File: src/rtl/bcd_sa0_test_ctrl.sv
// Stuck-at-0 self-test sequencer for a BCD-to-excess-3 converter; build with FIRST_FAIL_EN to capture the first failing code.
// Latency: (LAST_CODE+1)*(SETTLE_CYC+2)+1 cycles from accepted start to done; each vector takes SETTLE_CYC+2 cycles.
// Backpressure: none; start is honoured only in IDLE, and abort returns to IDLE from any busy state.
module bcd_sa0_test_ctrl #(
    parameter int unsigned SETTLE_CYC = 2,
    parameter int unsigned LAST_CODE  = 9
) (
    input  logic       clk,
    input  logic       rst_n,
    input  logic       start,
    input  logic       abort,
    output logic [3:0] din_o,
    input  logic [3:0] q_i,
    output logic       busy,
    output logic       done,
    output logic [3:0] sa0_mask,
    output logic       other_err,
    output logic [3:0] err_cnt,
    output logic       pass,
    output logic [3:0] fail_code,
    output logic       fail_valid
);
    typedef enum logic [2:0] {S_IDLE, S_APPLY, S_SETTLE, S_CHECK, S_DONE} state_t;

    localparam logic [3:0] LAST   = 4'(LAST_CODE);
    localparam logic [3:0] SETTLE = 4'(SETTLE_CYC);

    state_t     state_q, state_d;
    logic [3:0] code_q, code_d;
    logic [3:0] cnt_q, cnt_d;
    logic       busy_q, busy_d;
    logic       done_q, done_d;
    logic [3:0] mask_q, mask_d;
    logic       oerr_q, oerr_d;
    logic [3:0] errc_q, errc_d;
    logic       pass_q, pass_d;
    logic [3:0] exp_code;
    logic       mism;
`ifdef FIRST_FAIL_EN
    logic [3:0] fcode_q, fcode_d;
    logic       fvld_q, fvld_d;
`endif

    always_comb begin
        state_d  = state_q;
        code_d   = code_q;
        cnt_d    = cnt_q;
        done_d   = 1'b0;
        mask_d   = mask_q;
        oerr_d   = oerr_q;
        errc_d   = errc_q;
        pass_d   = pass_q;
`ifdef FIRST_FAIL_EN
        fcode_d  = fcode_q;
        fvld_d   = fvld_q;
`endif
        exp_code = code_q + 4'd3;
        mism     = (q_i != exp_code);

        case (state_q)
            S_IDLE: begin
                if (start && !abort) begin
                    state_d = S_APPLY;
                    code_d  = 4'd0;
                    mask_d  = 4'd0;
                    oerr_d  = 1'b0;
                    errc_d  = 4'd0;
                    pass_d  = 1'b0;
`ifdef FIRST_FAIL_EN
                    fcode_d = 4'd0;
                    fvld_d  = 1'b0;
`endif
                end
            end
            S_APPLY: begin
                if (abort) begin
                    state_d = S_IDLE;
                end else begin
                    cnt_d   = SETTLE;
                    state_d = (SETTLE == 4'd0) ? S_CHECK : S_SETTLE;
                end
            end
            S_SETTLE: begin
                if (abort) begin
                    state_d = S_IDLE;
                end else begin
                    cnt_d = cnt_q - 4'd1;
                    if (cnt_q <= 4'd1) state_d = S_CHECK;
                end
            end
            S_CHECK: begin
                if (abort) begin
                    state_d = S_IDLE;
                end else begin
                    mask_d = mask_q | (exp_code & ~q_i);
                    oerr_d = oerr_q | (|(~exp_code & q_i));
                    if (mism && errc_q != 4'd15) errc_d = errc_q + 4'd1;
`ifdef FIRST_FAIL_EN
                    if (mism && !fvld_q) begin
                        fcode_d = code_q;
                        fvld_d  = 1'b1;
                    end
`endif
                    if (code_q == LAST) begin
                        state_d = S_DONE;
                        done_d  = 1'b1;
                        pass_d  = (errc_d == 4'd0);
                    end else begin
                        code_d  = code_q + 4'd1;
                        state_d = S_APPLY;
                    end
                end
            end
            S_DONE:  state_d = S_IDLE;
            default: state_d = S_IDLE;
        endcase

        busy_d = (state_d == S_APPLY) || (state_d == S_SETTLE) || (state_d == S_CHECK);
    end

    always_ff @(posedge clk or negedge rst_n) begin
        if (!rst_n) begin
            state_q <= S_IDLE;
            code_q  <= 4'd0;
            cnt_q   <= 4'd0;
            busy_q  <= 1'b0;
            done_q  <= 1'b0;
            mask_q  <= 4'd0;
            oerr_q  <= 1'b0;
            errc_q  <= 4'd0;
            pass_q  <= 1'b0;
`ifdef FIRST_FAIL_EN
            fcode_q <= 4'd0;
            fvld_q  <= 1'b0;
`endif
        end else begin
            state_q <= state_d;
            code_q  <= code_d;
            cnt_q   <= cnt_d;
            busy_q  <= busy_d;
            done_q  <= done_d;
            mask_q  <= mask_d;
            oerr_q  <= oerr_d;
            errc_q  <= errc_d;
            pass_q  <= pass_d;
`ifdef FIRST_FAIL_EN
            fcode_q <= fcode_d;
            fvld_q  <= fvld_d;
`endif
        end
    end

    assign din_o     = code_q;
    assign busy      = busy_q;
    assign done      = done_q;
    assign sa0_mask  = mask_q;
    assign other_err = oerr_q;
    assign err_cnt   = errc_q;
    assign pass      = pass_q;
`ifdef FIRST_FAIL_EN
    assign fail_code  = fcode_q;
    assign fail_valid = fvld_q;
`else
    assign fail_code  = 4'd0;
    assign fail_valid = 1'b0;
`endif
endmodule
File: config.mk
export PLATFORM = sky130hd
export DESIGN_NAME = bcd_sa0_test_ctrl
export DESIGN_NICKNAME = d
export VERILOG_FILES = /design/src/rtl/bcd_sa0_test_ctrl.sv
export SDC_FILE = /design/constraint.sdc
export NUM_CORES = 1
export LEC_CHECK = 0
export ABC_AREA = 0
export CAP_MARGIN = 20
export CORE_MARGIN = 10
export CORE_UTILIZATION = 45
export CTS_BUF_LIST = sky130_fd_sc_hd__clkbuf_16
export DETAILED_ROUTE_END_ITERATION = 8
export PLACE_DENSITY = 0.74
export SLEW_MARGIN = 20
export SYNTH_ARGS = -nofsm -noshare
export SYNTH_HDL_FRONTEND = slang
export SYNTH_SLANG_ARGS = --single-unit
export TNS_END_PERCENT = 10
File: constraint.sdc
create_clock -name clk -period 2.95 [get_ports clk]
set_clock_uncertainty 0.1 [all_clocks]
set_input_delay 0.59 -clock clk [delete_from_list [all_inputs] [get_ports clk]]
set_output_delay 0.59 -clock clk [all_outputs]
set_load 0.005 [all_outputs]
==> results.md <==
* Status: completed
* Sw frac at 29.49%
* Placeable Area at 3078 um^2
* Die Wd at 76.87 um
* Gr usage total at 10.53%
* N_diodes at 0
* Asr flop ratio synth at 100.0%
* Main synth FF type: dfrtp_1
* Final Hold Viols at 0
* Crit-path cells: inv_1 > ha_1 > xnor2_1 > inv_1 > ha_1 > and4_1 > mux2i_1 > o41ai_1 > a32o_1
* Met2 WL at 1484 um
* Yosys cell types at 41
* Total global routing overflow at 0
* Reg2Reg Setup Slack at 0.53 ns
* Post-Synthesis Cells at 157
* Slowest cell delay on critical path at 0.48 ns
* Hold Crit Class: flop to flop
* Filler cells at 271
* CTS Buf Count at 3
* #FFs+latches synth at 23
* Die area at 5908 um^2
* CTS Buffer Depth at 2
* Leak at 0.7896 nW
* TritonCTS Sinks at 23
* Net Switching at 267.8 uW
* Initial antenna violation count at 0
* Most frequent cells in the layout: dfrtp_1, clkdlybuf4s50_1, inv_1
* Resized Gates After CTS at 0
* Clock transition at path regs at 0.06 ns
* RSZ-0062 raised after global routing: no
* Met3 wire len at 168 um
* Initial Utilization at 47.28%
* Crit path max-delay cell type: dfrtp_1
* # hold bufs at CTS at 0
* WL final at 3117 um
* DRT met1 WL at 1422 um
* Achievable Freq at 0.4125 GHz
* Die height at 76.87 um
* Seq. cell area at 575.6 um^2
* GP Congestion at 0.8047
* Via count at 1,179
* Vias per cell at 5.263
* Share of cells above drive strength 1 at 5.556%
* Fin crit period at 2.424 ns
* Io pins at 29
* Worst slew margin at 66.24%
* Root Driver: clkbuf_16
* Post-synth EDFFs at 0
* DRC viols at 0
* Hold WS at 0.3910 ns
* Nets at 203
* TNS Setup at 0 ns
* Kind of critical path: flop to flop
* Warnings, synthesis at 0
* Top layer used by detailed routing: met4
* Pins Over Slew Limit at 0
* Clock power frac at 32.2%
* Detailed placer's ending HPWL at 2378 um
* Maximum vdd ir drop at 0.2648 mV
* H-tree depth at 1
* Worst-Skew Late Latency at 0.25 ns
* Layout area overhead at 22.61%
* CTS tree: done
* Startpoint types: flop
* DRT iter0 DRCs at 105
* Part of the power in combinational logic at 23.3%
* Drt pass-1 iters at 4
* Cell Rows at 20
* Vias in the first global route at 1,167
* Sequential share of power at 44.5%
* Synthesized area per cell at 9.268 um^2
* Int Power at 640.2 uW
* Period utilization at 82.18%
* Largest net degree at the start of global routing at 24
* Critical Path End Type: flop
* First-pass GRT wire length at 5271 um
* Multi-input gate area in the final layout at 760.7 um^2
* Mapped Area at 1455 um^2
* WL per Instance at 13.92 um
* Final antenna-violating net count at 0
* # Post-CTS Setup Buffers at 0
* Port Buffers at 23
* Final setup violating endpoints at 0
* Seq/Total Area, Yosys at 39.55%
* Worst-Margin Slew at 0.5063 ns
* Max Cap Viol at 0
* Critical Path AT at 2.46 ns
* Crit Path Max Fanout at 8
* Req. time, crit path at 2.99 ns
* PwrDens at 508.9 nW/um^2
path summary, 6_finish.rpt:
kind,startpoint,end,cells after the start
max,din_o[0],pass,9
min,other_err,other_err,2
max reg2reg,din_o[0],pass,9
min reg2reg,other_err,other_err,2
max in group asynchronous,rst_n,state_q[1],2
min in group asynchronous,rst_n,err_cnt[3],2
cell type report:
type | instances | area share [%]
inverters | 16 | 3.366
flip-flops and latches | 23 | 32.26
multi-input cells | 111 | 42.64
repair buffers | 26 | 14.17
clock buffers | 3 | 4.208
well taps | 44 | 3.086
clock inverters | 1 | 0.2805
critical path, delay by kind of cell, from the launching register on:
family | cells | cell delay [ns]
AO/OA/AOI/OAI | 2 | 0.36
XOR/XNOR | 1 | 0.19
adder cells (fa/ha/maj) | 2 | 0.52
buffers and inverters | 2 | 0.19
flip-flops | 1 | 0.48
multiplexers | 1 | 0.20
AND/OR/NAND/NOR | 1 | 0.27
metal layers:
metal  GRT usage [%]  up-vias
met2           18.30       31
met5               0        -
met3           2.797        6
met4           4.275        0
li1                -      592
met1           11.85      550
sequential cells by signal, indices dropped and copies added (netlist names):
name	cells
done	1
din_o	4
state_q	3
err_cnt	4
cnt_q	4
other_err	1
pass	1
busy	1
sa0_mask	4
cell families after synthesis:
group,share of synthesized area [%]
flip-flops,39.55
other,0.2577
buffers and inverters,9.200
AO/OA/AOI/OAI,14.02
multiplexers,3.440
XOR/XNOR,1.806
AND/OR/NAND/NOR,19.69
adder cells (fa/ha/maj),12.04
power by group through the flow:
stage          registers (mW)  logic (mW)  clock network, mW
2_1_floorplan           0.393       0.161                  0
6_report                0.404       0.212              0.292
5_1_grt                 0.409       0.241              0.318
3_5_place_dp            0.407       0.213                  0
3_3_place_gp            0.405       0.202                  0
4_1_cts                 0.402       0.213              0.300
Yosys cell counts, types with 3 or more instances:
master | instances | area, um^2
nor3_1 | 3 | 15.01
nand3_1 | 9 | 45.04
o21ai_0 | 8 | 40.04
nand2_1 | 5 | 18.77
xnor2_1 | 3 | 26.28
dfrtp_1 | 23 | 575.6
ha_1 | 14 | 175.2
mux2i_1 | 5 | 50.05
buf_4 | 6 | 45.04
or4_1 | 4 | 30.03
a21oi_1 | 12 | 60.06
nor2_1 | 14 | 52.55
inv_1 | 15 | 56.30
metrics by stage:
stage               setup WS [ns]  instances  instance area (um^2)  util, %  power (mW)
global route               0.3657        224                  1784    57.97      0.9675
detailed placement         0.4990        220                  1704    55.37      0.6197
floorplan                  0.7542        161                  1470        -      0.5533
CTS                        0.5338        224                  1784    57.97      0.9144
global placement           0.5697        220                  1704    55.37      0.6068
finish                     0.5257        224                  1784    57.97      0.9080
Note: power is estimated with default switching activity, not from simulation.
